===== src/rtl/instrumented_adder_meter.sv =====
// WIDTH-bit adder wrapped by an IDLE/RUN/DONE controller. It runs either a single
// add (EXT) or iterated accumulate-feedback (RING), counting carry-outs.
module instrumented_adder_meter #(
  parameter int unsigned WIDTH = 32,
  parameter int unsigned CNT_W = 16
) (
  input  logic             wb_clk_i,
  input  logic             rst_n,
  input  logic             start,
  input  logic             mode,
  input  logic [WIDTH-1:0] a_in,
  input  logic [WIDTH-1:0] b_in,
  input  logic [CNT_W-1:0] cycles_in,
  input  logic [WIDTH-1:0] a_inv_mask,
  input  logic [WIDTH-1:0] s_inv_mask,
  output logic             busy,
  output logic             done,
  output logic [WIDTH-1:0] sum_out,
  output logic [CNT_W-1:0] carry_count,
  output logic [CNT_W-1:0] cycles_done
);

  typedef enum logic [1:0] {IDLE, RUN, DONE} state_t;

  localparam logic [CNT_W-1:0] CNT_ONE = CNT_W'(1);

  state_t           state_q, state_d;
  logic [WIDTH-1:0] acc, b_reg, s_mask_reg;
  logic [CNT_W-1:0] remaining;
  logic [WIDTH:0]   add_res;
  logic             zero_len;

  assign add_res  = {1'b0, acc} + {1'b0, b_reg};
  assign zero_len = mode && (cycles_in == '0);

  always_ff @(posedge wb_clk_i) begin
    if (!rst_n) begin
      state_q     <= IDLE;
      acc         <= '0;
      b_reg       <= '0;
      s_mask_reg  <= '0;
      remaining   <= '0;
      sum_out     <= '0;
      carry_count <= '0;
      cycles_done <= '0;
    end else begin
      state_q <= state_d;
      case (state_q)
        IDLE: begin
          if (start) begin
            acc         <= a_in ^ a_inv_mask;
            b_reg       <= b_in;
            s_mask_reg  <= s_inv_mask;
            carry_count <= '0;
            cycles_done <= '0;
            remaining   <= mode ? cycles_in : CNT_ONE;
            // A zero-length run skips RUN, so its result is captured right here.
            if (zero_len)
              sum_out <= (a_in ^ a_inv_mask) ^ s_inv_mask;
          end
        end
        RUN: begin
          acc <= add_res[WIDTH-1:0];
          if (add_res[WIDTH] && (carry_count != '1))
            carry_count <= carry_count + CNT_ONE;
          cycles_done <= cycles_done + CNT_ONE;
          remaining   <= remaining - CNT_ONE;
          if (remaining == CNT_ONE)
            sum_out <= add_res[WIDTH-1:0] ^ s_mask_reg;
        end
        default: ;
      endcase
    end
  end

  always_comb begin
    state_d = state_q;
    case (state_q)
      IDLE:    if (start) state_d = zero_len ? DONE : RUN;
      RUN:     if (remaining == CNT_ONE) state_d = DONE;
      DONE:    state_d = IDLE;
      default: state_d = IDLE;
    endcase
  end

  always_comb begin
    busy = (state_q == RUN) || (state_q == DONE);
    done = (state_q == DONE);
  end

endmodule


===== config.mk =====
export PLATFORM = sky130hd
export DESIGN_NAME = instrumented_adder_meter
export DESIGN_NICKNAME = d
export VERILOG_FILES = /design/src/rtl/instrumented_adder_meter.sv
export SDC_FILE = /design/constraint.sdc
export NUM_CORES = 1
export LEC_CHECK = 0
export ABC_AREA = 1
export CAP_MARGIN = 15
export CORE_AREA = 5 5 147 149
export DETAILED_ROUTE_END_ITERATION = 12
export DIE_AREA = 0 0 152 154
export PLACE_DENSITY = 0.86
export SETUP_SLACK_MARGIN = 0.5
export SLEW_MARGIN = 10
export SYNTH_ARGS = -nofsm -noshare
export SYNTH_HDL_FRONTEND = slang
export SYNTH_SLANG_ARGS = --single-unit
export TNS_END_PERCENT = 1

===== constraint.sdc =====
create_clock -name wb_clk_i -period 4.5 [get_ports wb_clk_i]
set_input_delay 0.45 -clock wb_clk_i [delete_from_list [all_inputs] [get_ports wb_clk_i]]
set_output_delay 0.45 -clock wb_clk_i [all_outputs]
set_load 0.1 [all_outputs]

---- Word-level counts from Yosys, hierarchy flattened ----
Cells that the tools add are included.
storage, ports and cells
  output and inout port bits .............. 66
  flip-flop bits (word level) ............. 178
  word-level logic and storage cells ...... 51
  input bits .............................. 148
operators by class
  equality and inequality tests ........... 8
  add/sub/neg operators ................... 4
  muxes and demuxes ....................... 17
  reduce and logical (&&, ||, !) cells .... 11
  bitwise operators ....................... 3
operators by type and width
  kind                   count
  $mux 32                4
  $pmux 32 s2            2
  $pmux 16 s2            3
  $xor 32x32->32         3
  $mux 16                4
  $add 32x32->33         1
  $add 16x1->16 const B  2
  $eq 16x1->1 const B    1
  $logic_not 16->1       1
  $ne 16x16->1 const B   1
  $sub 16x1->16 const B  1
  $ne 2x2->1 const B     4
  $mux 2                 3
  $reduce_and 2->1       3
  $pmux 2 s2             1
  $reduce_and 4->1       1
  $reduce_and 3->1       1
  $eq 2x1->1 const B     1
  $eq 2x2->1 const B     1
  $logic_and 1x1->1      2
  $logic_not 2->1        1
  $reduce_bool 2->1      1
  $logic_or 1x1->1       1

---- Depth between registers and ports, before layout ----
  depth in word-level cells ............... 5
  depth in mapped cells ................... 15

---- Worst setup path before layout ----
OpenSTA, ideal clock, no wires.
  path kind ............................... register to register
  start point ............................. register carry_count[1]
  end point ............................... register carry_count[12]
  buffers on the path ..................... 1
  required time ........................... 4430 ps
  cell stages (with the launch flop) ...... 13
  data arrival time ....................... 2589 ps
  clock period less this slack ............ 2658 ps
  setup slack ............................. 1842 ps
  cells stage by stage .................... dfxtp_1 -> ha_1 -> nand2_1 -> nor3_2 -> nand2_1 -> nor2_1 -> nand4_1 -> nand2_1 -> inv_1 -> nand2_4 -> buf_4 -> nand3_1 -> a21oi_2
on the way
  word-level cells in the longest chain between the ends .. 4
ends and longest elaborated chain
  what                                                                   RTL line  text
  start: declaration                                                     19        output logic [CNT_W-1:0] carry_count,
  start signal: assignment                                               65        carry_count <= carry_count + CNT_ONE;
  parallel branches: the longest is 4 deep, another holds $add 16x1->16  -
Several ways; the timed one is not identified. The select of a mux whose other input is x is not followed.
A chain may end at the register's enable or synchronous reset.

---- Final worst setup path ----
  start point ............................. register state_q[1]
  end point ............................... register sum_out[3]
on the way
  word-level cells in the longest chain between the ends .. 3
ends and longest elaborated chain
  what                                                       RTL line  text
  start: declaration                                         27        state_t state_q, state_d;
  start signal: assignment                                   47        state_q <= state_d;
  $eq 2x1->1 or $logic_not 2->1 (tied branches)              48        case (state_q)
  $ne 2x2->1 (no line) or $reduce_bool 2->1 (tied branches)  -
  $reduce_and 4->1 (no line)                                 -
  end signal: assignment                                     59        sum_out <= (a_in ^ a_inv_mask) ^ s_inv_mask;
  end signal: assignment                                     69        sum_out <= add_res[WIDTH-1:0] ^ s_mask_reg;
  end: declaration                                           18        output logic [WIDTH-1:0] sum_out,
Parallel ways exist; a longest one is shown, timed or not.

==> flow_metrics.tcl <==
set metrics [dict create \
    relSlewSlack_pct 30.2 \
    vias 12200 \
    synth_area_leader_cell "dfxtp_1" \
    syn_area_per_cell_um2 6.37 \
    clk_pin_slew_ns 0.08 \
    fillers 1780 \
    synth_compound_area_share_pct 17.3 \
    met3_usage_pct 5.54 \
    rsz0062_at_grt "false" \
    first_pass_iters 5 \
    post-route-period-util_pct 72.0 \
    synth-adder-area-share_pct 4.50 \
    root_buffer "clkbuf_16" \
    cts_buffer_depth 2 \
    via_per_inst 5.48 \
    drt_wl_total_mm 34.3 \
    synth_fp_nets 1962 \
    port_buffers 213 \
    postCtsHoldBufs 0 \
    yosysUniqueCellTypes 50 \
    setup_viol 0 \
    wire_per_inst_um 15.4 \
    cts_sinks 178 \
    grt.busiest_layer "met2" \
    grt_max_degree 113 \
    ios 214 \
    final_cells 2231 \
    crit_path_end_kind "flop" \
    core_area_um2 20000 \
    drtAntennaViolNets 0 \
    synth-main-ff-cell "dfxtp_1" \
    synth_top_family_by_area "simple AND/OR/NAND/NOR gates" \
    synthSimpleGateAreaFrac_pct 30.7 \
    period_needed_ns 3.24 \
    regArea_um2 3560 \
    h-tree-depth 4 \
    hpwl_mm 24.9 \
    insertedDiodeCount 0 \
    synth.area.mux_share_pct 0.0886 \
    placementRows 52 \
    hold_class "reg2reg" \
    synth_area_leaders "dfxtp_1 (32%), nand2_1 (14%), nor2_1 (7.2%), inv_1 (6.9%), o21ai_0 (6.8%)" \
    async_reset_ff_share_pct 0 \
    antenna_found_initial 1 \
    start_util_pct 56.4 \
    post_cts_resized 0 \
    final_hold_viol_count 0 \
    clock_skew_ns 0.0147 \
    fin_nets 2136 \
    cts_tree "done" \
    grt_remaining_overflow 0 \
    crit_arrival_ns 3.56 \
    tns_ns 0 \
    ys_seq_area_share_pct 31.6 \
    cts_setup_buffers 0 \
    place.gp.congestion 0.992 \
    vdd.ir_drop.worst_mv 0.489 \
    area_growth_pct 25.4 \
    critPathKind "reg2reg" \
    finalMaxSlewViolations 0 \
    die_w_um 152 \
    syn_inst 1774 \
    yosysMostFrequentCell "nand2_1" \
    maxCapViolations 0 \
    drt_iter0_drc 941 \
    clk_latency_ns 0.44 \
    ys.warnings.count 0 \
    dieArea_um2 23400 \
    drive_above_1_share_pct 4.64 \
    use_met2_pct 49.0 \
    grt_pass1_wl_mm 55.0 \
    synth_area_um2 11300 \
    cp_max_fo 96 \
    ys_ff_latch 178 \
    grt_pass1_vias 11600 \
    die-height_um 154 \
    yosysTopAreaCellShare_pct 31.6 \
    synth_common_cells "nand2_1 (415), nor2_1 (218), inv_1 (208), dfxtp_1 (178), o21ai_0 (154)" \
    start_kind "flop" \
    critPathRequiredTime_ns 4.82 \
    synth_edf_count 0 \
    drc 0 \
    status "completed" \
    multiInputGateArea_um2 6670 \
    timing.fmax_mhz 309 \
    grtUsageMet1_pct 35.1 \
    p_leak_nw 6.23 \
    synth_xor_area_share_pct 6.28 \
    dp_cells 2199 \
    grt_use_total_pct 28.0 \
    p_per_area_nw_per_um2 654 \
    cts_inserted_buffers 17 \
    worstMarginPinSlew_ns 1.04 \
]
[metal layers]
metal | wire [µm] | part of all wire [%]
met5 | 13 | 0.038
met4 | 729 | 2.1
met3 | 2730 | 8.0
met2 | 16500 | 48
met1 | 14300 | 42
[logic make-up after synthesis]
| kind of cell | count (synthesis) |
|---|---|
| DFF | 178 |
| adders and majority gates | 40 |
| xor gates and xnor gates | 81 |
| buffers and inverters | 281 |
| AOI/OAI and AO/OA | 362 |
| and+or+nand+nor | 831 |
| muxes | 1 |
[metrics by stage]
| step | util [%] | instance area, µm² | power, W | hold slack (ns) | setup slack (ns) |
|---|---|---|---|---|---|
| final | 70.7 | 14200 | 0.00926 | 0.471 | 1.26 |
| after detailed placement | 67.7 | 13600 | 0.00769 | 0.461 | 1.32 |
| after floorplan | - | 11300 | 0.00635 | 0.438 | 1.84 |
| after global routing | 70.7 | 14200 | 0.00988 | 0.496 | 1.04 |
| after CTS | 70.7 | 14200 | 0.00922 | 0.471 | 1.32 |
| after global placement | 67.7 | 13600 | 0.00756 | 0.450 | 1.39 |
[cell type report]
cell class	instances	share of cell area, %
tap	270	2.39
clock buffer	18	3.03
inverter	214	5.67
multi-input combinational	1315	47.1
timing repair buffer	222	15.5
sequential	178	25.2
clock inverter	14	1.16
[worst max-delay path: stages, from the launching register on]
cell	delay (ns)
dfxtp_1	0.32
inv_1	0.12
ha_4	0.15
buf_4	0.76
o21ai_1	0.26
nand3_2	0.14
buf_4	0.34
inv_1	0.53
o21ai_0	0.40
a21oi_1	0.07
[where the power goes]
part	total (W)	switching, W	internal, W	leakage [nW]
clock	0.00151	0.000720	0.000792	0.283
sequential	0.00241	0.000341	0.00207	1.46
combinational	0.00533	0.00375	0.00159	4.49
total	0.00926	0.00481	0.00445	6.23
[cells in the final DEF (no fill, tap or decap), types with 10 or more instances in the layout]
master / count
nand2_1: 414
nor2_1: 218
clkdlybuf4s50_1: 212
inv_1: 208
dfxtp_1: 178
o21ai_0: 154
a21oi_1: 153
nand3_1: 133
xnor2_1: 44
ha_1: 38
xor2_1: 37
clkbuf_16: 17
nand2_2: 14
or2_2: 13
nor3_1: 12
a31oi_1: 11
o211ai_1: 10
a21oi_2: 10
[worst paths after layout]
kind,cells after the start,start,endpoint,slack [ns]
worst max-delay path,9,state_q[1],sum_out[3],1.26
worst min-delay path,2,sum_out[2],sum_out[2],0.47
worst max register to register,9,state_q[1],sum_out[3],1.26
worst min register to register,2,sum_out[2],sum_out[2],0.47
No activity file was read; power rests on OpenSTA's default activity.
